## src/rtl/cpu7_excp_ctl_pkg.sv

```systemverilog
// Shared constants and types for the exception/ERTN sequencer.
package cpu7_excp_ctl_pkg;

  localparam int unsigned EXCCODE_W = 6;
  localparam int unsigned CNT_W     = 4;

  localparam logic [EXCCODE_W-1:0] EXCCODE_INT  = 6'h00;
  localparam logic [EXCCODE_W-1:0] EXCCODE_ADEF = 6'h08;
  localparam logic [EXCCODE_W-1:0] EXCCODE_ALE  = 6'h09;
  localparam logic [EXCCODE_W-1:0] EXCCODE_SYS  = 6'h0B;
  localparam logic [EXCCODE_W-1:0] EXCCODE_BRK  = 6'h0C;
  localparam logic [EXCCODE_W-1:0] EXCCODE_INE  = 6'h0D;

  typedef enum logic [1:0] {
    ST_IDLE  = 2'd0,
    ST_REDIR = 2'd1,
    ST_DRAIN = 2'd2
  } excp_state_e;

endpackage

```

## src/rtl/cpu7_excp_prio.sv

```systemverilog
// Fixed-priority encoder over the exception/interrupt sources.
module cpu7_excp_prio
  import cpu7_excp_ctl_pkg::*;
(
  input  logic                 intr,
  input  logic                 adef,
  input  logic                 ine,
  input  logic                 sys,
  input  logic                 brk,
  input  logic                 ale,
  output logic                 take_except_c,
  output logic [EXCCODE_W-1:0] exccode_c
);

  // Highest-priority active source selects the exccode.
  always_comb begin
    take_except_c = 1'b0;
    exccode_c     = EXCCODE_INT;
    if (intr) begin
      take_except_c = 1'b1;
      exccode_c     = EXCCODE_INT;
    end else if (adef) begin
      take_except_c = 1'b1;
      exccode_c     = EXCCODE_ADEF;
    end else if (ine) begin
      take_except_c = 1'b1;
      exccode_c     = EXCCODE_INE;
    end else if (sys) begin
      take_except_c = 1'b1;
      exccode_c     = EXCCODE_SYS;
    end else if (brk) begin
      take_except_c = 1'b1;
      exccode_c     = EXCCODE_BRK;
    end else if (ale) begin
      take_except_c = 1'b1;
      exccode_c     = EXCCODE_ALE;
    end
  end

endmodule

```

## src/rtl/cpu7_excp_ctl.sv

```systemverilog
// Exception/ERTN sequencer: commit strobes to CSR, held redirect to IFU,
// pipeline flush/stall until the redirect is acknowledged and drained.
module cpu7_excp_ctl
  import cpu7_excp_ctl_pkg::*;
#(
  parameter int unsigned GRLEN        = 32,
  parameter int unsigned DRAIN_CYCLES = 2
) (
  input  logic                 clk,
  input  logic                 resetn,
  input  logic                 valid_e,
  input  logic [GRLEN-1:0]     pc_e,
  input  logic                 adef_e,
  input  logic                 ine_e,
  input  logic                 sys_e,
  input  logic                 brk_e,
  input  logic                 ale_e,
  input  logic                 ertn_e,
  input  logic                 csr_ecl_timer_intr,
  input  logic [GRLEN-1:0]     csr_eentry,
  input  logic [GRLEN-1:0]     csr_era,
  input  logic                 ifu_ecl_redirect_ack,
  output logic                 exu_ifu_except,
  output logic [EXCCODE_W-1:0] ecl_csr_exccode_e,
  output logic                 ecl_csr_ertn_e,
  output logic                 ecl_ifu_redirect_valid,
  output logic [GRLEN-1:0]     ecl_ifu_redirect_pc,
  output logic                 ecl_pipe_flush,
  output logic                 ecl_pipe_stall
);

  excp_state_e          state_q, state_d;
  logic [CNT_W-1:0]     cnt_q, cnt_d;
  logic                 redir_valid_q, redir_valid_d;
  logic [GRLEN-1:0]     redir_pc_q, redir_pc_d;

  logic                 take_except;
  logic [EXCCODE_W-1:0] exccode;
  logic                 accept;
  logic                 except_c;
  logic                 ertn_c;

  // The CSR captures ERA from pc_e itself; it is only carried on this port.
  logic unused_pc_e;
  assign unused_pc_e = ^pc_e;

  cpu7_excp_prio u_prio (
    .intr          (csr_ecl_timer_intr),
    .adef          (adef_e),
    .ine           (ine_e),
    .sys           (sys_e),
    .brk           (brk_e),
    .ale           (ale_e),
    .take_except_c (take_except),
    .exccode_c     (exccode)
  );

  // Events are only taken from a live _e instruction while IDLE.
  always_comb begin
    accept   = (state_q == ST_IDLE) && valid_e && resetn;
    except_c = accept && take_except;
    ertn_c   = accept && ertn_e && !take_except;
  end

  // Same-cycle commit strobes and pipeline control.
  always_comb begin
    exu_ifu_except         = except_c;
    ecl_csr_exccode_e      = except_c ? exccode : EXCCODE_W'(0);
    ecl_csr_ertn_e         = ertn_c;
    ecl_pipe_flush         = except_c || ertn_c || (state_q != ST_IDLE);
    ecl_pipe_stall         = (state_q != ST_IDLE);
    ecl_ifu_redirect_valid = redir_valid_q;
    ecl_ifu_redirect_pc    = redir_pc_q;
  end

  // Next-state, redirect target and drain counter.
  always_comb begin
    state_d       = state_q;
    cnt_d         = cnt_q;
    redir_valid_d = redir_valid_q;
    redir_pc_d    = redir_pc_q;
    case (state_q)
      ST_IDLE: begin
        if (except_c || ertn_c) begin
          state_d       = ST_REDIR;
          redir_valid_d = 1'b1;
          redir_pc_d    = except_c ? csr_eentry : csr_era;
        end
      end
      ST_REDIR: begin
        if (ifu_ecl_redirect_ack) begin
          state_d       = ST_DRAIN;
          redir_valid_d = 1'b0;
          redir_pc_d    = GRLEN'(0);
          cnt_d         = CNT_W'(DRAIN_CYCLES - 1);
        end
      end
      ST_DRAIN: begin
        if (cnt_q == CNT_W'(0)) begin
          state_d = ST_IDLE;
        end else begin
          cnt_d = cnt_q - CNT_W'(1);
        end
      end
      default: begin
        state_d       = ST_IDLE;
        cnt_d         = CNT_W'(0);
        redir_valid_d = 1'b0;
        redir_pc_d    = GRLEN'(0);
      end
    endcase
  end

  // State registers with synchronous active-low reset.
  always_ff @(posedge clk) begin
    if (!resetn) begin
      state_q       <= ST_IDLE;
      cnt_q         <= CNT_W'(0);
      redir_valid_q <= 1'b0;
      redir_pc_q    <= GRLEN'(0);
    end else begin
      state_q       <= state_d;
      cnt_q         <= cnt_d;
      redir_valid_q <= redir_valid_d;
      redir_pc_q    <= redir_pc_d;
    end
  end

endmodule

```

## config.mk

```make
export PLATFORM = sky130hd
export DESIGN_NAME = cpu7_excp_ctl
export DESIGN_NICKNAME = d
export VERILOG_FILES = /design/src/rtl/cpu7_excp_ctl_pkg.sv /design/src/rtl/cpu7_excp_prio.sv /design/src/rtl/cpu7_excp_ctl.sv
export SDC_FILE = /design/constraint.sdc
export NUM_CORES = 1
export LEC_CHECK = 0
export CORE_MARGIN = 1
export CORE_UTILIZATION = 34
export CTS_CLUSTER_DIAMETER = 80
export DETAILED_ROUTE_END_ITERATION = 7
export PLACE_DENSITY_LB_ADDON = 0.3
export SKIP_LAST_GASP = 1
export SYNTH_ARGS = -nofsm -noshare
export SYNTH_HDL_FRONTEND = slang
export SYNTH_HIERARCHICAL = 1
export SYNTH_SLANG_ARGS = --single-unit
```

## constraint.sdc

```tcl
create_clock -name clk -period 1.9 [get_ports clk]
set_clock_uncertainty 0.1 [all_clocks]
set_input_delay 0.285 -clock clk [delete_from_list [all_inputs] [get_ports clk]]
set_output_delay 0.285 -clock clk [all_outputs]
set_load 0.02 [all_outputs]
```

# [After elaboration in Yosys (flattened, before gate mapping)]
# Cells that the tools add are included.
[classes] n_addsub=1 n_eq_ne=6 mux=27 n_bitwise=2 reduce_logical=14
[op_table] op="two-way mux 32 bit" count=3
[op_table] op="case mux 32 bit (3 select lines)" count=1
[op_table] op="two-way mux 6 bit" count=6
[op_table] op="two-way mux 4 bit" count=3
[op_table] op="case mux 4 bit (3 select lines)" count=1
[op_table] op="AND reduction 3 bit" count=3
[op_table] op="two-way mux 1 bit" count=8
[op_table] op="two-way mux 2 bit" count=3
[op_table] op="inequality test 2 bit (second input constant)" count=3
[op_table] op="case mux 2 bit (3 select lines)" count=1
[op_table] op="logical AND 1 bit" count=5
[op_table] op="zero test 4 bit" count=1
[op_table] op="subtractor 4 x 1 -> 4 bit (second input constant)" count=1
[op_table] op="case mux 1 bit (3 select lines)" count=1
[op_table] op="== test 2 x 1 -> 1 bit (second input constant)" count=1
[op_table] op="== test 2 bit (second input constant)" count=1
[op_table] op="zero test 2 bit" count=1
[op_table] op="logical OR 1 bit" count=2
[op_table] op="inequality test 2 x 1 -> 1 bit (second input constant)" count=1
[op_table] op="inverter 1 bit" count=2
[op_table] op="nonzero test 2 bit" count=1
[op_table] op="zero test 1 bit" count=1
[word_totals] register_bits=39 input_bits=107 elab_cells=54

# [Longest topological paths before layout]
[depth] word_depth=11 depth_mapped=8 ltp_nobuf=6

# [Hierarchy]
# Netlist, hierarchy kept.
[by_module_without_submodules] module="cpu7_excp_ctl" instances=1 cells_per_inst=208 area_each_um2=2321.0
[by_module_without_submodules] module="cpu7_excp_prio" instances=1 cells_per_inst=14 area_each_um2=85.1

# [Worst setup path after synthesis]
# Ideal clock, no wire load.
[synth_timing] path_kind="reg-to-reg" startpoint="reg state_q[0]" endpoint="reg redir_pc_q[29] (netlist: ecl_ifu_redirect_pc[29])" arrival_ns=1.617 t_required_ns=1.684 path_slack_ns=0.066 path_stages_with_launch=9 n_path_buf=2 cell_sequence="dfxtp_1 inv_1 ha_1 and4_4 buf_6 buf_8 mux2_2 a22oi_2 nor2b_2"
[synth_via] word_cells_on_any_way=16 cone_classes="4 x eq/ne; 3 x mux; 1 x bitwise; 8 x reduce/logical"
[synth_lines] element="start: declaration" line_no="cpu7_excp_ctl.sv:32" source="excp_state_e state_q, state_d;"
[synth_lines] element="start signal: assignment" line_no="cpu7_excp_ctl.sv:122" source="state_q <= state_d;"
[synth_lines] element="zero test 2 bit *" line_no="cpu7_excp_ctl.sv:60" source="accept = (state_q == ST_IDLE) && valid_e && resetn;"
[synth_lines] element="logical AND 1 bit * (2 in series)" line_no="cpu7_excp_ctl.sv:60"
[synth_lines] element="logical AND 1 bit *" line_no="cpu7_excp_ctl.sv:61" source="except_c = accept && take_except;"
[synth_lines] element="via exu_ifu_except" line_no="cpu7_excp_ctl.sv:23" source="output logic exu_ifu_except,"
[synth_lines] element="two-way mux 32 bit or logical OR 1 bit (tied branches)" line_no="cpu7_excp_ctl.sv:87, cpu7_excp_ctl.sv:84"
[synth_lines] element="two-way mux 32 bit or inequality test 2 x 1 -> 1 bit (tied branches)"
[synth_lines] element="case mux 32 bit (3 select lines) or AND reduction 3 bit (tied branches)"
[synth_lines] element="end signal: assignment" line_no="cpu7_excp_ctl.sv:125" source="redir_pc_q <= redir_pc_d;"
[synth_lines] element="end: declaration" line_no="cpu7_excp_ctl.sv:35" source="logic [GRLEN-1:0] redir_pc_q, redir_pc_d;"
# The timed path passes the listed nets; every way through them passes the cells marked *. The select of a mux whose other input is x is not followed.
# A chain may end at the register's enable or synchronous reset.

# [Worst setup path after layout]
[layout_timing] startpoint="reg state_q[0]" endpoint="reg redir_pc_q[16] (netlist: ecl_ifu_redirect_pc[16])"
[layout_via] elab_chain_len=8 word_cells_on_any_way=16 cone_classes="4 x eq/ne; 3 x mux; 1 x bitwise; 8 x reduce/logical"
[layout_lines] element="zero test 2 bit" line_no="cpu7_excp_ctl.sv:60, cpu7_excp_ctl.sv:82"
[layout_lines] element="logical AND 1 bit (2 in series)" line_no="cpu7_excp_ctl.sv:60"
[layout_lines] element="logical AND 1 bit (2 in series)" line_no="cpu7_excp_ctl.sv:62" source="ertn_c = accept && ertn_e && !take_except;"
[layout_lines] element="logical OR 1 bit" line_no="cpu7_excp_ctl.sv:84" source="if (except_c || ertn_c) begin"
[layout_lines] element="inequality test 2 x 1 -> 1 bit (no line)"
[layout_lines] element="AND reduction 3 bit (no line)"
# Parallel ways exist; a longest one is shown, timed or not. The select of a mux whose other input is x is not followed.

==> flow_summary.yaml <==
route:
  postRouteWirelength_mm: 5.71
  drc: 0
  postRouteAntennaNets: 0
  drt_pre_antenna_iters: 4
  total_number_of_vias: 2076
  drt-wirelength-per-cell_um: 12.8
  viasPerCell: 4.64
  dr.first_iter.drc_count: 87
sta:
  rsz0062_at_grt: "no"
  finalHoldViolCount: 0
  layout_worst_path_cycle_share_pct: 95.3
  holdWs_ns: 0.352
  finalSetupTns_ns: 0
  maxSlewViolCount: 0
  fmaxAchievable_mhz: 552
  finalCriticalPeriod_ns: 1.81
  setup-violations-final: 0
global_routing:
  first_global_vias: 2016
  grt_usage_pct: 15.8
  grt_start_max_net_pins: 25
  initial_antenna_violation_count: 0
  grt_pass1_wl_mm: 9.38
  globalRoute.totalOverflow: 0
finish:
  postLayoutCoreUtil_pct: 57.0
  area_growth_synth_to_finish_pct: 61.7
  final_standard_cell_area_without_fillers_mm2: 0.00389
  diodes: 0
  layout.nets: 462
  finish.cell_count_without_fillers: 447
  drive_above_1_share_pct: 37.0
synthesis:
  ys_types: 44
  synth_seq_area_share_pct: 32.4
  register_bit_total_from_synthesis: 39
  synthCells: 222
  synth_simple_gate_area_share_pct: 20.1
  post_synth_xor_area_fraction_pct: 0
  synth_top_family_by_area: "compound AO/OA/AOI/OAI gates"
  synth.area.mux_share_pct: 14.9
  yosys_most_used_dff: "sky130_fd_sc_hd__dfxtp_1"
  yosys_warnings: 6
  number_of_flops_mapped_to_enable_cells_by_yosys: 0
  synth.cell_area_mm2: 0.00241
  postSynth.asyncResetShare_pct: 0
  synth-adder-area-share_pct: 2.60
  synth_compound_area_share_pct: 22.8
  postSynthAreaPerCell_um2: 10.8
worst_setup_path:
  worst-path-max-fanout: 14
  data_arrival_time_of_the_critical_path_ns: 1.89
  cpPeakStageDelay_ns: 0.36
  critPathRequiredTime_ns: 1.98
  critical_path.startpoint_type: "register"
  path_delay_family: "multiplexers"
  cpMaxStageDelayCell: "sky130_fd_sc_hd__mux2_2"
  critical_path.reg2reg.startpoint: "state_q[0]"
  r2r_end: "ecl_ifu_redirect_pc[16]"
  critPathCaptureType: "register"
  rrSetupSlack_ns: 0.09
  reg2reg_depth: 7
  critical_path.n_buffers_inverters: 2
  critical_setup_path_kind: "reg2reg"
  timing.critical_path.cells: "inv_1 > ha_2 > and4_4 > buf_8 > mux2_2 > a22oi_2 > nor2b_2"
run_status:
  run_status: "completed"
clock_tree:
  clock_sink_count: 39
  clock_path_buffers: 2
  cts-hold-fix-buffers: 0
  cts_tree: "yes"
  cts.clk_slew.worst_paths_ns: 0.08
  cts_made_buffers: 5
  worst_skew_pair.late_latency_ns: 0.28
  root_buffer: "sky130_fd_sc_hd__clkbuf_8"
  cts.htree.levels: 2
power_and_ir_drop:
  worst_ir_drop_vdd_uv: 363
  leakage_nw: 1.41
  p_per_area_mw_per_mm2: 923
min_path:
  hold_path_depth: 2
  min_path_type: "reg2reg"
  hold_path.startpoint: "ecl_ifu_redirect_valid"
  timing.hold.worst_endpoint: "ecl_ifu_redirect_valid"
die:
  dieWidth_um: 86.1
  design.core.area_mm2: 0.00683
  die_area_mm2: 0.00742
  top_level_ports: 150
  start_util_pct: 35.2
  placement_rows: 30
  chipHeight_um: 86.1
place:
  gp_routability_congestion: 0.789
  place_area_mm2: 0.00374
  place_hpwl_mm: 4.40
  numPortBuffers: 115
  place_inst: 437
run:
  max_cap_viol_count: 0
[worst max path at each step]
stage / start / to / depth (start not counted)
floorplan: state_q[0] / ecl_ifu_redirect_pc[29] / 8
global placement: brk_e / ecl_csr_exccode_e[2] / 6
detailed placement: brk_e / ecl_csr_exccode_e[2] / 6
CTS: adef_e / ecl_ifu_redirect_pc[1] / 9
global route: state_q[0] / ecl_ifu_redirect_pc[11] / 7
finish: state_q[0] / ecl_ifu_redirect_pc[16] / 7
[layout by cell type, fill, tap and decap left out, types with 4 or more instances in the layout]
master,instances
sky130_fd_sc_hd__clkdlybuf4s50_1,99
sky130_fd_sc_hd__dfxtp_1,38
sky130_fd_sc_hd__a22oi_2,30
sky130_fd_sc_hd__mux2_2,29
sky130_fd_sc_hd__nor2b_2,21
sky130_fd_sc_hd__buf_4,17
sky130_fd_sc_hd__nor2b_1,13
sky130_fd_sc_hd__nand2_1,8
sky130_fd_sc_hd__and2_1,7
sky130_fd_sc_hd__inv_1,6
sky130_fd_sc_hd__dlygate4sd2_1,6
sky130_fd_sc_hd__clkbuf_8,5
sky130_fd_sc_hd__buf_2,5
sky130_fd_sc_hd__buf_12,5
sky130_fd_sc_hd__nor2_1,4
sky130_fd_sc_hd__a21oi_1,4
sky130_fd_sc_hd__ha_1,4
[stage by stage]
stage | setup WS, ns | total power (W)
6_report | 0.0898 | 0.00359
5_1_grt | 0.00217 | 0.00381
4_1_cts | 0.000911 | 0.00363
3_5_place_dp | -0.596 | 0.00280
3_3_place_gp | -0.541 | 0.00279
2_1_floorplan | 0.0662 | 0.00213
[where the power goes]
part | internal (W) | switching [W]
clock | 0.000525 | 0.000283
sequential | 0.000926 | 0.0000648
combinational | 0.000908 | 0.000885
total | 0.00236 | 0.00123
[synthesized netlist by cell type (2+ instances only)]
cell type | number | area share, %
sky130_fd_sc_hd__a21boi_1 | 3 | 0.94
sky130_fd_sc_hd__a21oi_1 | 4 | 0.83
sky130_fd_sc_hd__a22oi_2 | 30 | 16
sky130_fd_sc_hd__and2_1 | 7 | 1.8
sky130_fd_sc_hd__buf_2 | 4 | 0.83
sky130_fd_sc_hd__buf_4 | 2 | 0.62
sky130_fd_sc_hd__buf_6 | 7 | 3.3
sky130_fd_sc_hd__clkbuf_1 | 3 | 0.47
sky130_fd_sc_hd__dfxtp_1 | 39 | 32
sky130_fd_sc_hd__ha_1 | 5 | 2.6
sky130_fd_sc_hd__inv_1 | 6 | 0.94
sky130_fd_sc_hd__mux2_1 | 2 | 0.94
sky130_fd_sc_hd__mux2_2 | 29 | 14
sky130_fd_sc_hd__nand2_1 | 10 | 1.6
sky130_fd_sc_hd__nand2b_1 | 2 | 0.52
sky130_fd_sc_hd__nor2_1 | 4 | 0.62
sky130_fd_sc_hd__nor2b_1 | 13 | 3.4
sky130_fd_sc_hd__nor2b_2 | 21 | 7.6
sky130_fd_sc_hd__o21ai_0 | 3 | 0.62
sky130_fd_sc_hd__or3_1 | 3 | 0.78
sky130_fd_sc_hd__or3b_1 | 2 | 0.73
[repair_timing]
action                                 4_1_cts  5_1_grt
endpoints found under the hold margin        0        0
setup buffers                                0        1
setup endpoints to repair                   40       40
cloned                                       1        0
gates resized for setup                     42       11
pin swaps                                    4        6
[logic make-up (layout without fill, tap and decap cells)]
family,Yosys count,in the layout
flops,39,39
simple gates,70,71
mux,32,32
compound gates,51,51
buf+inv,24,151
other cells,1,2
fa+ha+maj,5,5
[layout make-up]
type | instances | area (um2)
inverter | 7 | 28.8
clock inverter | 2 | 60.1
clock buffer | 6 | 72.6
multi-input combinational | 161 | 1490
sequential | 39 | 782
timing repair buffer | 136 | 1340
fill | 643 | 2940
tap | 96 | 120
[layer usage]
metal | up-vias | routed length (um) | track usage [%]
met2 | 62 | 2960 | 27.6
met1 | 965 | 2330 | 18.8
li1 | 1047 | - | -
met4 | 0 | 37 | 4.70
met3 | 2 | 376 | 4.14
met5 | - | 0 | 0
[state kept, by name, indices dropped and copies added (netlist names)]
signal,flops
ecl_ifu_redirect_valid,1
cnt_q,4
state_q,2
ecl_ifu_redirect_pc,32
[worst min-delay path: stages, from the launching register on]
cell and delay [ns]:
sky130_fd_sc_hd__dfxtp_1 0.32, sky130_fd_sc_hd__inv_1 0.05, sky130_fd_sc_hd__a21oi_1 0.05
(Power assumes the default switching activity.)
